==> src/rtl/spi_slave_regfile_pkg.sv <==
`default_nettype none
// ============================================================================
// Module      : spi_slave_regfile_pkg
// Description : Register map addresses, CTRL bit indices and reset values
//               shared by the SPI slave register file and its sub-blocks.
// Revision    : 1.0 - initial parametrised register file
// ============================================================================
package spi_slave_regfile_pkg;

    // Register map
    localparam int unsigned ADDR_CTRL    = 0;
    localparam int unsigned ADDR_DUMMY   = 1;
    localparam int unsigned ADDR_WRAP_LO = 2;
    localparam int unsigned ADDR_WRAP_HI = 3;
    localparam int unsigned ADDR_STATUS  = 4;
    localparam int unsigned ADDR_SCRATCH = 5;

    // CTRL bit positions; the lock bit is always the register MSB
    localparam int unsigned CTRL_QPI_BIT = 0;

    // Reset values (DUMMY reset comes from the top-level parameter)
    localparam int unsigned CTRL_RST    = 0;
    localparam int unsigned WRAP_RST    = 0;
    localparam int unsigned STATUS_RST  = 0;
    localparam int unsigned SCRATCH_RST = 0;

    // Lock bit index for a given register width
    function automatic int unsigned lock_bit(input int unsigned reg_size);
        return reg_size - 1;
    endfunction

endpackage
`default_nettype wire

==> src/rtl/spi_slave_status_reg.sv <==
`default_nettype none
// ============================================================================
// Module      : spi_slave_status_reg
// Description : Sticky status register. Hardware set bits accumulate; a
//               qualified read clears everything, but a set in the same
//               cycle wins over the clear.
// Revision    : 1.0 - initial version
// ============================================================================
module spi_slave_status_reg #(
    parameter int                WIDTH   = 8,
    parameter logic [WIDTH-1:0]  RST_VAL = '0
) (
    input  logic             clk_i,
    input  logic             rst_ni,
    input  logic [WIDTH-1:0] set_i,
    input  logic             clr_i,
    output logic [WIDTH-1:0] q_o
);

    logic [WIDTH-1:0] status_q;
    logic [WIDTH-1:0] status_d;

    // Next state: clear first, then OR in new set bits so set wins
    always_comb begin
        status_d = (status_q & ~{WIDTH{clr_i}}) | set_i;
    end

    // Status state register
    always_ff @(posedge clk_i or negedge rst_ni) begin
        if (!rst_ni) begin
            status_q <= RST_VAL;
        end else begin
            status_q <= status_d;
        end
    end

    assign q_o = status_q;

endmodule
`default_nettype wire

==> src/rtl/spi_slave_regfile.sv <==
`default_nettype none
// ============================================================================
// Module      : spi_slave_regfile
// Description : SPI slave configuration register file in the sclk domain.
//               CTRL with set-only lock, DUMMY (zero writes ignored), wrap
//               length committed atomically through a LO shadow, sticky
//               clear-on-read STATUS, SCRATCH, and a config-update pulse.
// Revision    : 1.0 - initial parametrised register file
// ============================================================================
module spi_slave_regfile
    import spi_slave_regfile_pkg::*;
#(
    parameter  int REG_SIZE  = 8,
    parameter  int NUM_REGS  = 8,
    parameter  int DUMMY_RST = 32,
    localparam int ADDR_W    = $clog2(NUM_REGS),
    localparam int WRAP_W    = 2 * REG_SIZE
) (
    input  logic                sclk,
    input  logic                rstn,
    input  logic [REG_SIZE-1:0] wr_data,
    input  logic [ADDR_W-1:0]   wr_addr,
    input  logic                wr_data_valid,
    input  logic [ADDR_W-1:0]   rd_addr,
    input  logic                rd_req,
    output logic [REG_SIZE-1:0] rd_data,
    input  logic [REG_SIZE-1:0] status_set,
    output logic [7:0]          dummy_cycles,
    output logic                en_qpi,
    output logic [WRAP_W-1:0]   wrap_length,
    output logic                locked,
    output logic                cfg_update
);

    localparam int unsigned LOCK_BIT = lock_bit(REG_SIZE);

    localparam logic [ADDR_W-1:0] A_CTRL    = ADDR_W'(ADDR_CTRL);
    localparam logic [ADDR_W-1:0] A_DUMMY   = ADDR_W'(ADDR_DUMMY);
    localparam logic [ADDR_W-1:0] A_WRAP_LO = ADDR_W'(ADDR_WRAP_LO);
    localparam logic [ADDR_W-1:0] A_WRAP_HI = ADDR_W'(ADDR_WRAP_HI);
    localparam logic [ADDR_W-1:0] A_STATUS  = ADDR_W'(ADDR_STATUS);
    localparam logic [ADDR_W-1:0] A_SCRATCH = ADDR_W'(ADDR_SCRATCH);

    logic [REG_SIZE-1:0] ctrl_q,    ctrl_d;
    logic [REG_SIZE-1:0] dummy_q,   dummy_d;
    logic [REG_SIZE-1:0] wrap_lo_q, wrap_lo_d;
    logic [REG_SIZE-1:0] wrap_hi_q, wrap_hi_d;
    logic [REG_SIZE-1:0] shadow_q,  shadow_d;
    logic [REG_SIZE-1:0] scratch_q, scratch_d;
    logic                cfg_update_q, cfg_update_d;
    logic [REG_SIZE-1:0] w_status;
    logic                w_locked;
    logic                w_status_clr;

    assign w_locked     = ctrl_q[LOCK_BIT];
    assign w_status_clr = rd_req && (rd_addr == A_STATUS);

    // Write decode: lock blocks addresses 0..3 entirely, SCRATCH always writes
    always_comb begin
        ctrl_d       = ctrl_q;
        dummy_d      = dummy_q;
        wrap_lo_d    = wrap_lo_q;
        wrap_hi_d    = wrap_hi_q;
        shadow_d     = shadow_q;
        scratch_d    = scratch_q;
        cfg_update_d = 1'b0;
        if (wr_data_valid) begin
            if (wr_addr == A_SCRATCH) begin
                scratch_d = wr_data;
            end else if (!w_locked) begin
                if (wr_addr == A_CTRL) begin
                    ctrl_d           = wr_data;
                    ctrl_d[LOCK_BIT] = wr_data[LOCK_BIT] | ctrl_q[LOCK_BIT];
                    cfg_update_d     = 1'b1;
                end else if (wr_addr == A_DUMMY) begin
                    if (wr_data != '0) begin
                        dummy_d      = wr_data;
                        cfg_update_d = 1'b1;
                    end
                end else if (wr_addr == A_WRAP_LO) begin
                    shadow_d = wr_data;
                end else if (wr_addr == A_WRAP_HI) begin
                    wrap_hi_d    = wr_data;
                    wrap_lo_d    = shadow_q;
                    cfg_update_d = 1'b1;
                end
            end
        end
    end

    // Register state and config-update pulse
    always_ff @(posedge sclk or negedge rstn) begin
        if (!rstn) begin
            ctrl_q       <= REG_SIZE'(CTRL_RST);
            dummy_q      <= REG_SIZE'(DUMMY_RST);
            wrap_lo_q    <= REG_SIZE'(WRAP_RST);
            wrap_hi_q    <= REG_SIZE'(WRAP_RST);
            shadow_q     <= REG_SIZE'(WRAP_RST);
            scratch_q    <= REG_SIZE'(SCRATCH_RST);
            cfg_update_q <= 1'b0;
        end else begin
            ctrl_q       <= ctrl_d;
            dummy_q      <= dummy_d;
            wrap_lo_q    <= wrap_lo_d;
            wrap_hi_q    <= wrap_hi_d;
            shadow_q     <= shadow_d;
            scratch_q    <= scratch_d;
            cfg_update_q <= cfg_update_d;
        end
    end

    spi_slave_status_reg #(
        .WIDTH   (REG_SIZE),
        .RST_VAL (REG_SIZE'(STATUS_RST))
    ) u_status (
        .clk_i  (sclk),
        .rst_ni (rstn),
        .set_i  (status_set),
        .clr_i  (w_status_clr),
        .q_o    (w_status)
    );

    // Combinational read mux; WRAP_LO returns the active byte, not the shadow
    always_comb begin
        rd_data = '0;
        if (rd_addr == A_CTRL) begin
            rd_data = ctrl_q;
        end else if (rd_addr == A_DUMMY) begin
            rd_data = dummy_q;
        end else if (rd_addr == A_WRAP_LO) begin
            rd_data = wrap_lo_q;
        end else if (rd_addr == A_WRAP_HI) begin
            rd_data = wrap_hi_q;
        end else if (rd_addr == A_STATUS) begin
            rd_data = w_status;
        end else if (rd_addr == A_SCRATCH) begin
            rd_data = scratch_q;
        end
    end

    assign dummy_cycles = dummy_q[7:0];
    assign en_qpi       = ctrl_q[CTRL_QPI_BIT];
    assign locked       = w_locked;
    assign wrap_length  = {wrap_hi_q, wrap_lo_q} + WRAP_W'(1);
    assign cfg_update   = cfg_update_q;

endmodule
`default_nettype wire

==> config.mk <==
export PLATFORM = sky130hd
export DESIGN_NAME = spi_slave_regfile
export DESIGN_NICKNAME = d
export VERILOG_FILES = /design/src/rtl/spi_slave_regfile_pkg.sv /design/src/rtl/spi_slave_status_reg.sv /design/src/rtl/spi_slave_regfile.sv
export SDC_FILE = /design/constraint.sdc
export NUM_CORES = 1
export LEC_CHECK = 0
export BUFFER_PORTS_ARGS = -buffer_cell sky130_fd_sc_hd__buf_2
export CAP_MARGIN = 15
export CORE_ASPECT_RATIO = 0.8
export CORE_UTILIZATION = 55
export CTS_CLUSTER_SIZE = 8
export DETAILED_ROUTE_END_ITERATION = 12
export GPL_TIMING_DRIVEN = 0
export PLACE_DENSITY = 0.81
export SYNTH_ARGS = -nofsm -noshare
export SYNTH_HDL_FRONTEND = slang
export SYNTH_SLANG_ARGS = --single-unit
==> constraint.sdc <==
create_clock -name sclk -period 2.6 [get_ports sclk]
set_clock_uncertainty 0.2 [all_clocks]
set_input_delay 0 -clock sclk [delete_from_list [all_inputs] [get_ports sclk]]
set_output_delay 0 -clock sclk [all_outputs]
set_load 0.02 [all_outputs]
## Word level (Yosys, flattened, before mapping)

Cells that the tools add are included.

- Add/sub/neg operators: 1
- Equal/unequal tests: 9
- Multiplexer cells: 16
- Bitwise logic cells: 9
- Reduce and logical (&&, ||, !) cells: 10

Operators with widths:

| kind | count |
|---|---|
| two-way mux 8 bit | 8 |
| adder 16 x 1 -> 16 bit (second input constant) | 1 |
| == test 3 x 2 -> 1 bit (second input constant) | 4 |
| AND reduction 6 bit | 2 |
| == test 3 bit (second input constant) | 3 |
| bitwise AND 8 bit | 1 |
| two-way mux 1 bit | 8 |
| inverter 8 bit | 1 |
| bitwise OR 8 bit | 1 |
| nonzero test 8 bit | 1 |
| AND reduction 7 bit | 1 |
| == test 3 x 1 -> 1 bit (second input constant) | 2 |
| zero test 3 bit | 2 |
| inverter 1 bit | 5 |
| AND reduction 2 bit | 2 |
| AND reduction 4 bit | 1 |
| logical AND 1 bit | 1 |
| bitwise OR 1 bit | 1 |

- Bits in registers: 57
- Bits of input ports: 26
- Word-level logic and storage cells: 54

## Longest topological paths before layout

Gate-level depths: netlist of run 1.

- Depth after elaboration: 8
- Gate-level depth with buffers: 5

## By module

A second synthesis of run 1 with hierarchy kept.

- Cells, all modules: 227
- Area total of the unflattened synthesis: 2837.7 um^2

Modules (own cells, without submodules):

| module | times used | cells each | area each (um^2) | sequential area each (um^2) |
|---|---|---|---|---|
| spi_slave_regfile | 1 | 210 | 2573.7 | 1227.4 |
| spi_slave_status_reg | 1 | 17 | 264.0 | 200.2 |

## Least setup slack after synthesis of run 1

No wires, ideal clock.

- Path type: flip-flop to flip-flop
- Start point: register ctrl_q[7]
- End point: register wrap_hi_q[2]
- Arrival time: 1443 ps
- Slack: 833 ps
- Cell stages (with the launch flop): 5
- Buffers on the path: 1
- Clock period less this slack: 1767 ps
- Path through: dfrtp_1 -> nor3b_2 -> and3_1 -> buf_4 -> mux2_2

- Cells in the longest elaborated chain, start to end: 2

RTL lines:

| element | RTL line | source |
|---|---|---|
| start: declaration | spi_slave_regfile.sv:44 | `logic [REG_SIZE-1:0] ctrl_q, ctrl_d;` |
| start signal: assignment | spi_slave_regfile.sv:94 | `ctrl_q <= REG_SIZE'(CTRL_RST);` |
| start signal: assignment | spi_slave_regfile.sv:102 | `ctrl_q <= ctrl_d;` |
| inverter 1 bit (no line) | n/a |  |
| AND reduction 7 bit (no line) | n/a |  |
| end signal: assignment | spi_slave_regfile.sv:97 | `wrap_hi_q <= REG_SIZE'(WRAP_RST);` |
| end signal: assignment | spi_slave_regfile.sv:105 | `wrap_hi_q <= wrap_hi_d;` |
| end: declaration | spi_slave_regfile.sv:47 | `logic [REG_SIZE-1:0] wrap_hi_q, wrap_hi_d;` |

Every way passes these cells.
A chain may end at the register's enable or synchronous reset.

## Final worst setup path of run 1

- Start point: register ctrl_q[7]
- End point: register cfg_update_q (netlist: cfg_update)

- Cells in the longest elaborated chain, start to end: 3

RTL lines:

| element | RTL line | source |
|---|---|---|
| two-way mux 1 bit | spi_slave_regfile.sv:70 | `end else if (!w_locked) begin` |
| two-way mux 1 bit | spi_slave_regfile.sv:68 | `if (wr_addr == A_SCRATCH) begin` |
| two-way mux 1 bit | spi_slave_regfile.sv:67 | `if (wr_data_valid) begin` |
| named net cfg_update_d | spi_slave_regfile.sv:50 | `logic cfg_update_q, cfg_update_d;` |
| end signal: assignment | spi_slave_regfile.sv:108 | `cfg_update_q <= cfg_update_d;` |
| end: declaration | spi_slave_regfile.sv:50 |  |

The timed path passes the listed nets, and every way through them passes these cells.

==> results of run 1 <==
==> layout make-up <==
class,count,share of cell area [%]
flip-flops and latches,57,38.6
inverters,9,0.912
plain buffers,8,1.01
clock buffers,15,4.22
multi-input cells,161,35.6
well taps,60,2.03
repair buffers,94,17.6
clock inverters,1,0.135
==> flip-flops by register name (all words and copies together) (netlist names) <==
register,cells
cfg_update,1
ctrl_q,8
dummy_cycles,8
scratch_q,8
shadow_q,8
u_status.q_o,8
wrap_hi_q,8
wrap_lo_q,8
==> cell families (layout without fill, tap and decap cells) <==
| group | count (synthesis) | in the layout |
|---|---|---|
| DFF | 57 | 57 |
| muxes | 51 | 51 |
| and+or+nand+nor | 51 | 51 |
| AOI/OAI and AO/OA | 44 | 44 |
| buffers and inverters | 17 | 127 |
| xor gates and xnor gates | 14 | 14 |
| adders and majority gates | 1 | 1 |
==> timing repair <==
| item | CTS | global route |
|---|---|---|
| hold buffers | 33 | 0 |
| gates resized for setup | 0 | 0 |
| hold endpoints to repair | 105 | 0 |
| setup buffers | 0 | 0 |
==> where the power goes <==
part           internal (mW)  total (mW)  switching [mW]
Clock                  0.372       0.704           0.332
Sequential              1.15        1.40           0.247
Combinational          0.494        1.06           0.569
==> Yosys cell counts (5+ instances only) <==
library cell,count,share of area (%)
nand2_1,19,2.5
xnor2_1,10,3.1
nand3_1,6,1.1
inv_1,9,1.2
a21o_1,8,2.1
mux2_2,43,17
o21ai_0,9,1.6
nor2_1,5,0.67
dfrtp_1,56,50
==> how the worst max path moves through the flow <==
stage                     cells past startpoint           end  slack [ns]       from
after floorplan                               4  wrap_hi_q[2]        0.83  ctrl_q[7]
after global placement                        4  wrap_hi_q[7]        0.72  ctrl_q[7]
after detailed placement                      4  wrap_hi_q[4]        0.72  ctrl_q[7]
after CTS                                     5    cfg_update        0.20  ctrl_q[7]
after global routing                          5    cfg_update        0.03  ctrl_q[7]
final                                         5    cfg_update        0.19  ctrl_q[7]
==> metal layers <==
layer,vias up,wire length [um]
met5,-,0
met4,0,131
met3,15,544
met2,100,3330
met1,1126,3130
li1,1078,-
==> per-stage QoR <==
| stage | cells | setup WS [ns] |
|---|---|---|
| 6_report | 405 | 0.186 |
| 5_1_grt | 405 | 0.0335 |
| 4_1_cts | 405 | 0.201 |
| 3_5_place_dp | 356 | 0.715 |
| 3_3_place_gp | 355 | 0.716 |
| 2_1_floorplan | 235 | 0.833 |
==> critical path: cells and delay by family (launching register included) <==
kind / cells / cell delay (ns)
AOI/OAI and AO/OA: 2 / 0.27
and+or+nand+nor: 1 / 0.30
DFF: 1 / 0.44
buffers and inverters: 2 / 1.14
==> key figures, run 1 <==
Final layout
  – Layout cells sized above 1: 37.7%
  – Design Area, Final: 3700 um2
  – Multi-input gate area: 1320 um2
  – Fillers: 311
  – Ant diodes: 0
  – Layout Utilization: 77.7%
  – Number of nets in the layout: 367
  – Most common cell after layout, fill and taps aside: buf_2
  – Most frequent cells in the layout: buf_2 (63), dfrtp_1 (56), mux2_2 (43)
  – Storage element area: 1430 um2
  – Area grow syn2layout: 31.5%

Setup path
  – Worst Path Class, Setup: flop to flop
  – CP cell instances: nor3b_2 > o21ai_0 > dlygate4sd3_1 > a31oi_1 > dlygate4sd3_1
  – Most common cell on crit path: dlygate4sd3_1
  – WP data arrival: 2.49 ns
  – Worst r2r path cells: 5
  – CP Max Fanout: 5
  – Critical path launch point type: flop
  – Critical Path End Type: flop
  – CP Data Required Time: 2.68 ns
  – Worst r2r dst: cfg_update
  – Setup slack, reg-to-reg: 0.19 ns
  – Slowest cell on the critical path: dlygate4sd3_1
  – Reg-to-Reg Start: ctrl_q[7]
  – Crit-path max cell delay: 0.57 ns

Global route
  – Vias in the first global route: 2284
  – Largest net degree at the start of global routing: 37
  – Top Usage Layer GRT: met2
  – First-pass GRT wire length: 11300 um
  – Grt total ovfl: 0
  – GR Util met3: 9.24%
  – GRT met1 Usage: 38.9%
  – GRT Total Usage: 29.8%
  – GRT met2 Usage: 45.7%
  – Initial antenna violation count: 0

Yosys
  – Main combinational cell family by area after synthesis: multiplexers
  – Post-synthesis xor/xnor area fraction: 4.36%
  – Mux cell area share after synthesis: 20.2%
  – Synth warn: 0
  – Yosys reg bits: 57
  – Post-synthesis compound-gate area fraction: 11.6%
  – Async SR Flop Fraction: 100%
  – Syn Area/Cell: 12.0 um2
  – Count of different cell masters after synthesis: 41
  – Cell count after synthesis: 235
  – Mapped cell area: 2820 um2
  – Post-synthesis adder-cell area fraction: 0.444%
  – Number of synthesized flops with an enable pin: 0
  – Ys flop type: dfrtp_1
  – Post-synthesis sequential area ratio: 50.7%
  – Post-Synth Simple-Gate Area: 10.1%
  – Syn nets: 262

Drt
  – Detail Route Antenna Nets: 0
  – Vias post-DR: 2319
  – Final Routed Wirelength: 7130 um
  – Vias per cell: 5.73
  – DR DRC count: 0
  – Wire length per cell: 17.6 um
  – Initial DRC count: 105
  – Drt first pass iters: 4

Clock network
  – CTS tree: built
  – Sink Count: 57
  – H-tree Lvls: 3
  – Clk pin slew, worst setup/hold paths: 0.06 ns
  – Num CTS Buffers: 9
  – Clk_lat worst skew: 0.34 ns
  – Longest Clk Path Bufs: 2
  – Root Driver: clkbuf_8

Run status
  – Status: complete, no violations

Place
  – Port bufs: 60
  – Detailed placement HPWL: 4890 um
  – Area after DPL: 3210 um2
  – GP Congestion: 0.868

STA
  – Period minus WS final: 2.41 ns
  – Count of final setup violators: 0
  – Final period utilization: 92.9%
  – Final-report hold violation count: 0
  – WHS: 0.0209 ns
  – Pins Over Slew Limit: 0
  – Worst slew pin tran: 0.930 ns
  – Fin Setup TNS: 0 ns
  – Fmax: 0.414 GHz
  – RSZ-0062 raised after global routing: false
  – Rel. slew slack: 37.8%

Floorplan
  – Core Area: 4760 um2
  – Die Wd: 82.0 um
  – Floorplan row count: 22
  – Die area: 5410 um2
  – Starting Density: 59.1%
  – # IOs: 61
  – DIE HEIGHT: 66.0 um

Power and ir drop
  – Max IR drop VDD: 0.573 mV
  – Overall Power: 3.17 mW
  – Leak: 1.62 nW
  – Power Density: 855 nW/um2

Hold path
  – Worst min path class: primary input to flop
  – Worst hold path startpoint: wr_addr[1]
  – Hold EP: wrap_hi_q[0]
  – Hold depth: 3

Job
  – Max-Cap Viols: 0
No activity file was read; power rests on OpenSTA's default activity.
==> run 2, diff against run 1 <==
ABC_AREA = 1   (was unset)
PLACE_DENSITY = 0.8   (was 0.81)
==> key figures, run 2 <==
Setup path
  – Reg-to-Reg Start: ctrl_q[7] (unchanged)
  – Worst r2r dst: dummy_cycles[5] (was cfg_update)
  – Setup slack, reg-to-reg: 0.01 ns (was 0.19 ns)
  – WP data arrival: 2.75 ns (was 2.49 ns)
  – CP Data Required Time: 2.69 ns (was 2.68 ns)
  – Critical Path Start: wr_data[5] (was ctrl_q[7])
  – Worst Path Class, Setup: primary input to flop (was flop to flop)
  – Worst r2r path cells: 6 (was 5)
  – CP Max Fanout: 10 (was 5)
  – Critical Path End Type: flop (unchanged)
  – Critical path launch point type: primary input (was flop)

Global route
  – Initial antenna violation count: 0 (unchanged)
  – Grt total ovfl: 0 (unchanged)
  – GRT Total Usage: 35.4% (was 29.8%)
  – GRT met1 Usage: 41.4% (was 38.9%)
  – GR Util met3: 11.3% (was 9.24%)
  – First-pass GRT wire length: 15000 um (was 11300 um)
  – Vias in the first global route: 3118 (was 2284)
  – GRT met2 Usage: 62.4% (was 45.7%)
  – Largest net degree at the start of global routing: 33 (was 37)
  – Top Usage Layer GRT: met2 (unchanged)

Yosys
  – Async SR Flop Fraction: 100% (unchanged)
  – Syn Area/Cell: 7.79 um2 (was 12.0 um2)
  – Post-synthesis sequential area ratio: 47.5% (was 50.7%)
  – Cell count after synthesis: 386 (was 235)
  – Number of synthesized flops with an enable pin: 0 (unchanged)
  – Synth warn: 0 (unchanged)
  – Count of different cell masters after synthesis: 26 (was 41)
  – Syn nets: 413 (was 262)
  – Area leader, netlist: dfrtp_1 (unchanged)
  – Top-area cell type share of the netlist area: 46.6% (was 49.8%)
  – Top cells by count, synth: nand2_1 (115), dfrtp_1 (56), inv_1 (40) (was dfrtp_1 (56), mux2_2 (43), nand2_1 (19))
  – Ys flop type: dfrtp_1 (unchanged)
  – Mapped cell area: 3010 um2 (was 2820 um2)
  – Synth top area cells: dfrtp_1 (47%), nand2_1 (14%), o21ai_1 (6.2%), inv_1 (5.0%), nand4_1 (4.6%) (was dfrtp_1 (50%), mux2_2 (17%), xnor2_1 (3.1%), nand2_1 (2.5%), a21o_1 (2.1%))
  – Most frequent cell after synthesis: nand2_1 (was dfrtp_1)
  – Yosys reg bits: 57 (unchanged)

Floorplan
  – Die area: 5770 um2 (was 5410 um2)
  – Core Area: 5120 um2 (was 4760 um2)
  – Starting Density: 58.7% (was 59.1%)
  – Floorplan row count: 23 (was 22)
  – Die Wd: 84.7 um (was 82.0 um)
  – DIE HEIGHT: 68.1 um (was 66.0 um)
  – # IOs: 61 (unchanged)

Final layout
  – Most frequent cells in the layout: nand2_1 (114), buf_2 (69), dfrtp_1 (56) (was buf_2 (63), dfrtp_1 (56), mux2_2 (43))
  – Most common cell after layout, fill and taps aside: nand2_1 (was buf_2)
  – Number of nets in the layout: 535 (was 367)
  – Layout cells sized above 1: 21.6% (was 37.7%)
  – Design Area, Final: 4130 um2 (was 3700 um2)
  – Area grow syn2layout: 37.2% (was 31.5%)
  – Ant diodes: 0 (unchanged)

STA
  – Period minus WS final: 2.66 ns (was 2.41 ns)
  – Pins Over Slew Limit: 0 (unchanged)
  – Final setup margin: -0.0643 ns (was 0.186 ns)
  – Rel. slew slack: 59.0% (was 37.8%)
  – Fmax: 0.375 GHz (was 0.414 GHz)
  – Final-report hold violation count: 0 (unchanged)
  – Count of final setup violators: 3 (was 0)
  – Worst slew pin tran: 0.615 ns (was 0.930 ns)
  – Final period utilization: 102% (was 92.9%)

Clock network
  – Clk pin slew, worst setup/hold paths: 0.07 ns (was 0.06 ns)
  – H-tree Lvls: 3 (unchanged)
  – Clk_lat worst skew: 0.34 ns (about the same)
  – Num CTS Buffers: 9 (unchanged)
  – CTS tree: built (unchanged)
  – Longest Clk Path Bufs: 2 (unchanged)
  – Sink Count: 57 (unchanged)
  – Root Driver: clkbuf_8 (unchanged)

Drt
  – Wire length per cell: 17.2 um (was 17.6 um)
  – Detail Route Antenna Nets: 0 (unchanged)
  – Final Routed Wirelength: 9880 um (was 7130 um)
  – Vias post-DR: 3280 (was 2319)
  – DR DRC count: 0 (unchanged)
  – Vias per cell: 5.70 (was 5.73)
  – Initial DRC count: 362 (was 105)
  – Drt first pass iters: 7 (was 4)

Power and ir drop
  – Overall Power: 3.40 mW (was 3.17 mW)
  – Power Density: 823 nW/um2 (was 855 nW/um2)
  – Max IR drop VDD: 0.501 mV (was 0.573 mV)
  – Leak: 2.11 nW (was 1.62 nW)

Run status
  – Status: complete, but fails checks (was complete, no violations)
  – Failing checks: setup timing

Job
  – Max-Cap Viols: 0 (unchanged)

Place
  – GP Congestion: 0.884 (was 0.868)
  – Port bufs: 59 (was 60)
  – Area after DPL: 3400 um2 (was 3210 um2)
  – Detailed placement HPWL: 5800 um (was 4890 um)

Hold path
  – Worst min path class: primary input to async pin (was primary input to flop)
## run 2: cell types whose count changed in the layout (fill, tap and decap cells not counted), moves of 20 or more
cell     before  now
nand2_1      19  114
nand4_1       2   22
mux2_2       43    0
o21ai_1       0   37
inv_1         9   38
nor2_1        5   33
## run 2: area by class of cell
class,instances,area (um2)
Sequential cell,57,1430
Clock inverter,5,78.8
Multi-Input combinational cell,273,1360
Fill cell,324,996
Tap cell,62,77.6
Buffer,12,65.1
Timing Repair Buffer,111,818
Inverter,44,173
Clock buffer,11,131
## run 2: logic make-up (layout without fill, tap and decap cells)
family / Yosys count / in the layout / synth area share, %
buffers and inverters: 56 / 183 / 7.57
adders and majority gates: 1 / 1 / 0.416
AOI/OAI and AO/OA: 53 / 53 / 9.61
and+or+nand+nor: 210 / 210 / 32.3
DFF: 57 / 57 / 47.5
xor gates and xnor gates: 9 / 9 / 2.62
## run 2: critical path: stages
cell and delay, ns:
dlygate4sd3_1 0.58, buf_2 0.17, clkinvlp_4 0.20, nand2_1 0.10
nor2_1 0.05, nand2_2 0.18, nand4_1 0.19, dlygate4sd3_1 0.65
nand2_1 0.08, dlygate4sd3_1 0.55
## run 2: routing by layer
| metal | vias to the layer above | share of wire (%) |
|---|---|---|
| met4 | 0 | 3.8 |
| met5 | - | 0 |
| met3 | 47 | 8.7 |
| li1 | 1498 | - |
| met2 | 200 | 49 |
| met1 | 1535 | 39 |
## run 2: worst max-delay path by stage
stage / slack (ns) / endpoint / cells after the start
3_3_place_gp: 1.03 / wrap_length[10] / 6
3_5_place_dp: 0.99 / wrap_length[10] / 6
6_report: -0.06 / dummy_cycles[5] / 10
2_1_floorplan: 1.08 / wrap_length[10] / 5
5_1_grt: -0.1 / dummy_cycles[5] / 10
4_1_cts: 0.03 / dummy_cycles[2] / 10
## run 2: power by group
| part | switching [mW] | total, mW | internal, mW |
|---|---|---|---|
| clock network | 0.373 | 0.914 | 0.540 |
| logic | 0.679 | 1.10 | 0.423 |
| registers | 0.247 | 1.38 | 1.13 |
| total | 1.30 | 3.40 | 2.10 |
## run 2: through the flow
stage / setup WS, ns / std cells / utilization, % / setup TNS (ns) / hold WS (ns)
final: -0.0643 / 575 / 80.6 / -0.112 / 0.0192
after global routing: -0.0957 / 575 / 80.6 / -0.341 / 0.0394
after CTS: 0.0253 / 572 / 79.9 / 0 / 0.00198
after detailed placement: 0.986 / 508 / 66.4 / 0 / -0.161
after global placement: 1.03 / 507 / 66.0 / 0 / -0.00329
after floorplan: 1.08 / 386 / - / 0 / -0.496
## run 2: what timing repair did
action	CTS	global route
gates resized for setup	0	4
endpoints found under the hold margin	107	0
setup endpoints to repair	0	7
buffers inserted	0	3
hold buffers	48	0
